## src/rtl/fetch_unit.sv

```systemverilog
// fetch_unit: PC owner issuing in-order imem requests, buffering up to 2 instructions for decode, squashing wrong-path fetches on redirect
module fetch_unit #(
  parameter int XLEN = 32,
  parameter logic [XLEN-1:0] RESET_PC = '0,
  parameter int DEPTH = 2
) (
  input  logic            clk_i,
  input  logic            rst_i,
  output logic            imem_req_valid,
  input  logic            imem_req_ready,
  output logic [XLEN-1:0] imem_req_addr,
  input  logic            imem_rsp_valid,
  input  logic [XLEN-1:0] imem_rsp_data,
  input  logic            redirect_en_i,
  input  logic [XLEN-1:0] redirect_pc_i,
  output logic            if_valid,
  input  logic            if_ready_i,
  output logic [XLEN-1:0] if_instr,
  output logic [XLEN-1:0] if_pc,
  output logic [XLEN-1:0] if_pc_plus4
);
  logic [XLEN-1:0] r_pc;
  logic [1:0]      r_inflight, r_discard, r_count;
  logic [XLEN-1:0] r_instr [2];
  logic [XLEN-1:0] r_ipc [2];
  logic            w_acc, w_rsp, w_drop, w_push, w_pop, w_slot;
  logic [1:0]      w_inflight_nx;
  logic [2:0]      w_used;
  logic [XLEN-1:0] w_rsp_pc;
  always_comb begin
    w_used         = {1'b0, r_inflight} + {1'b0, r_count};
    imem_req_valid = !rst_i && (w_used < 3'(DEPTH));
    w_acc          = imem_req_valid && imem_req_ready;
    w_rsp          = imem_rsp_valid && (r_inflight != 2'd0);
    w_drop         = w_rsp && (r_discard != 2'd0);
    w_push         = w_rsp && !w_drop && !redirect_en_i;
    w_pop          = (r_count != 2'd0) && if_ready_i;
    w_inflight_nx  = r_inflight + {1'b0, w_acc} - {1'b0, w_rsp};
    w_slot         = r_count[1] || (r_count[0] && !w_pop);
    // surviving in-flight requests are sequential and end just below r_pc
    w_rsp_pc       = r_pc - {{(XLEN-4){1'b0}}, r_inflight - r_discard, 2'b00};
  end
  always_ff @(posedge clk_i) begin
    if (rst_i) begin
      r_pc       <= RESET_PC;
      r_inflight <= '0;
      r_discard  <= '0;
      r_count    <= '0;
      r_instr[0] <= '0;
      r_instr[1] <= '0;
      r_ipc[0]   <= '0;
      r_ipc[1]   <= '0;
    end else begin
      r_inflight <= w_inflight_nx;
      if (redirect_en_i) begin
        r_pc      <= redirect_pc_i & ~XLEN'(3);
        r_discard <= w_inflight_nx;
        r_count   <= '0;
      end else begin
        if (w_acc) r_pc <= r_pc + XLEN'(4);
        if (w_drop) r_discard <= r_discard - 2'd1;
        r_count <= r_count - {1'b0, w_pop} + {1'b0, w_push};
        if (w_pop) begin
          r_instr[0] <= r_instr[1];
          r_ipc[0]   <= r_ipc[1];
        end
        if (w_push) begin
          r_instr[w_slot] <= imem_rsp_data;
          r_ipc[w_slot]   <= w_rsp_pc;
        end
      end
    end
  end
  assign imem_req_addr = r_pc;
  assign if_valid      = !rst_i && (r_count != 2'd0);
  assign if_instr      = rst_i ? '0 : r_instr[0];
  assign if_pc         = rst_i ? '0 : r_ipc[0];
  assign if_pc_plus4   = rst_i ? '0 : r_ipc[0] + XLEN'(4);
endmodule
```

## config.mk

```make
export PLATFORM = sky130hd
export DESIGN_NAME = fetch_unit
export DESIGN_NICKNAME = d
export VERILOG_FILES = /design/src/rtl/fetch_unit.sv
export SDC_FILE = /design/constraint.sdc
export NUM_CORES = 1
export LEC_CHECK = 0
export CAP_MARGIN = 30
export CELL_PAD_IN_SITES_DETAIL_PLACEMENT = 0
export CELL_PAD_IN_SITES_GLOBAL_PLACEMENT = 2
export CORE_MARGIN = 5
export CORE_UTILIZATION = 33
export CTS_BUF_LIST = sky130_fd_sc_hd__clkbuf_4 sky130_fd_sc_hd__clkbuf_8 sky130_fd_sc_hd__clkbuf_16
export CTS_CLUSTER_SIZE = 20
export DETAILED_ROUTE_END_ITERATION = 8
export PLACE_DENSITY = 0.94
export RECOVER_POWER = 50
export SLEW_MARGIN = 20
export SYNTH_ARGS = -nofsm -noshare
export SYNTH_HDL_FRONTEND = slang
export SYNTH_SLANG_ARGS = --single-unit
```

## constraint.sdc

```tcl
create_clock -name clk_i -period 9.15 [get_ports clk_i]
set_clock_uncertainty 0.05 [all_clocks]
set_input_delay 0.915 -clock clk_i [delete_from_list [all_inputs] [get_ports clk_i]]
set_output_delay 0.915 -clock clk_i [all_outputs]
set_load 0.02 [all_outputs]
```

==> flow_summary.json <==
{
  "grt_pass1_vias": 7152,
  "grt.total_usage_pct": 16.4,
  "ir_drop_v": 0.000116,
  "hold_violations": 0,
  "cts_tree": "yes",
  "cts.clk_slew.worst_paths_ns": 0.07,
  "nNetsFinal": 1202,
  "min_from": "r_ipc[1][28]",
  "antenna_found_initial": 0,
  "p_seq_share_pct": 40.6,
  "ant_nets": 0,
  "intPower_mw": 1.50,
  "violations": "capacitance limit, slew limit",
  "reg2regPathDepth": 6,
  "most-common-layout-cells": "140 x clkdlybuf4s50_1, 100 x nor2_1, 100 x dfxtp_1, 84 x nor2b_1",
  "initial_core_util_pct": 33.2,
  "gp_congestion": 0.812,
  "finalMaxSlewViolations": 207,
  "ys_seq_elements": 162,
  "synth_seq_area_share_pct": 43.7,
  "die-area_mm2": 0.0302,
  "yosysTopAreaCellShare_pct": 22.6,
  "cts_resized": 0,
  "holdPathEnd": "r_ipc[0][28]",
  "worstMarginPinSlew_ns": 2.61,
  "finalSetupTns_ns": 0,
  "num_vias": 7360,
  "yosysWarningCount": 0,
  "fin_cells": 1474,
  "seq_area_mm2": 0.00386,
  "max_freq_ghz": 0.178,
  "grt_start_max_net_pins": 70,
  "hpwlAfterDp_um": 18000,
  "avgSynthCellArea_um2": 8.99,
  "sw_frac_of_total_pct": 31.4,
  "cap_viol_max_count": 5,
  "synthTopCellsByArea": "dfxtp_1 23%, edfxtp_1 21%, xnor2_1 6.0%, nor2b_1 6.0%, nor2_1 4.2%",
  "placed_cells": 1442,
  "grt_overflow_total": 0,
  "status": "finished with violations",
  "path_class": "in -> reg",
  "die_x_um": 174,
  "clockBufferDepth": 2,
  "power.density_mw_per_mm2": 191,
  "rsz0062_at_grt": "false",
  "vias_per_cell": 4.99,
  "min_period_ns": 5.62,
  "met3_usage_pct": 3.12,
  "totalWireLength_um": 25300,
  "grt_pass1_wl_um": 40000,
  "grt-busiest-layer": "met2",
  "critPathLaunchType": "input port",
  "met2_usage_pct": 26.0,
  "period_share_pct": 61.4,
  "final_common_cell": "clkdlybuf4s50_1",
  "chipHeight_um": 174,
  "required_ns": 9.30,
  "critPathMaxFanout": 69,
  "cts_sinks": 162,
  "wl_per_cell_um": 17.1,
  "hp-class": "reg -> reg",
  "core_mm2": 0.0267,
  "antennaDiodeCount": 0,
  "clkPwrFrac_pct": 33.8,
  "yosysTopAreaCell": "dfxtp_1",
  "cts_setup_buffers": 0,
  "syn-instance-count": 983,
  "setup_viol": 0,
  "slew_headroom_pct": -74.7,
  "drc": 0,
  "final_core_util_pct": 43.0,
  "cts_made_buffers": 17,
  "worstPathArrival_ns": 5.77,
  "io_pins": 200,
  "grt_util_met1_pct": 22.6,
  "num_rows": 60,
  "syn_area_mm2": 0.00884,
  "p_comb_share_pct": 25.6,
  "clockRootBuffer": "clkbuf_16",
  "cellLeakagePower_nw": 3.96,
  "drt-initial-drc-count": 340,
  "clock_latency_ns": 0.43,
  "r2r_end": "r_ipc[0][4]",
  "drive_gt1_share_pct": 4.32,
  "yosysUniqueCellTypes": 53,
  "multi_input_area_mm2": 0.00447,
  "h-tree-depth": 4,
  "firstDrtPassIters": 5,
  "crit_path_end_kind": "flip-flop",
  "min_path_cells": 2,
  "area_growth_pct": 29.7,
  "postCtsHoldBufs": 0,
  "p_sw_mw": 0.688,
  "num-fill-cells": 2588,
  "portBuffers": 195,
  "reg2reg_from": "r_count[1]",
  "reg2reg_slack_ns": 4.89
}
## layout make-up
class,count,share of cell area [%]
clock buffer,17,3.71
clock inverter,15,1.56
multi-input combinational,713,39.0
timing repair buffer,203,17.6
tap,341,3.72
inverter,23,0.753
sequential,162,33.7
## cell families (layout without fill, tap and decap cells)
kind of cell / after synthesis / count (layout) / synth area share (%)
simple gates: 437 / 437 / 26.4
flops: 162 / 162 / 43.7
compound gates: 140 / 140 / 9.60
buf+inv: 109 / 258 / 5.76
xor+xnor: 85 / 85 / 8.42
mux: 37 / 37 / 4.20
fa+ha+maj: 12 / 12 / 1.87
other cells: 1 / 2 / 0.0424
## power groups by stage
stage | sequential [mW] | clock, mW | combinational [mW]
3_5_place_dp | 0.905 | 0 | 0.570
5_1_grt | 0.901 | 0.783 | 0.619
3_3_place_gp | 0.902 | 0 | 0.564
2_1_floorplan | 0.880 | 0 | 0.378
4_1_cts | 0.889 | 0.752 | 0.574
6_report | 0.889 | 0.739 | 0.561
## layer usage
metal  vias up  routed length, um
li1       3683                  -
met1      3472              12100
met2       171              11600
met3        34               1020
met4         0                548
met5         -                  0
## worst max-delay path by stage
stage,startpoint,end,depth (start not counted)
3_5_place_dp,redirect_en_i,r_instr[1][18],6
2_1_floorplan,imem_rsp_valid,r_instr[1][0],6
5_1_grt,rst_i,r_ipc[0][4],8
6_report,rst_i,r_ipc[0][4],8
4_1_cts,r_ipc[0][2],if_pc_plus4[22],7
3_3_place_gp,redirect_en_i,r_instr[1][16],6
## Yosys cell counts (all sizes together)
cell	n
o21a	2
inv	22
buf	32
fa	2
and4	7
o31ai	2
nor3b	6
nor3	38
or4b	1
or4	5
nand2b	3
edfxtp	62
dfxtp	100
mux2	1
conb	1
and2	35
nand3	21
and3	9
a21oi	45
nor4b	3
a211oi	47
nand3b	1
a311oi	1
clkbuf	54
xnor2	61
ha	10
a31oi	2
nor4	22
clkinv	1
nor2b	85
or2	4
mux2i	36
o32ai	1
o311a	1
xor2	24
o21ai	39
or3	9
or3b	2
nand4	23
nand2	63
nor2	100
## state kept, by name, summed over array words and instances, names as in the netlist
| signal | cells |
|---|---|
| r_inflight | 2 |
| r_count | 2 |
| r_ipc | 62 |
| r_discard | 2 |
| r_instr | 64 |
| imem_req_addr | 30 |
## critical path: stages
cell	delay, ns
clkbuf_1	0.68
buf_16	0.49
or2_2	0.35
nor2_1	1.92
buf_4	0.86
nor2b_1	0.11
a211oi_1	0.28
a21oi_1	0.07
## stage by stage
| step | worst slack, ns | hold slack [ns] | cell area, um2 | total power [mW] |
|---|---|---|---|---|
| final | 3.53 | 0.457 | 11500 | 2.19 |
| after global routing | 3.07 | 0.484 | 11500 | 2.30 |
| after CTS | 5.00 | 0.462 | 11500 | 2.21 |
| after detailed placement | 4.62 | 0.450 | 10900 | 1.48 |
| after global placement | 4.65 | 0.445 | 10900 | 1.47 |
| after floorplan | 5.56 | 0.432 | 8840 | 1.26 |
Note: power is estimated with default switching activity, not from simulation.
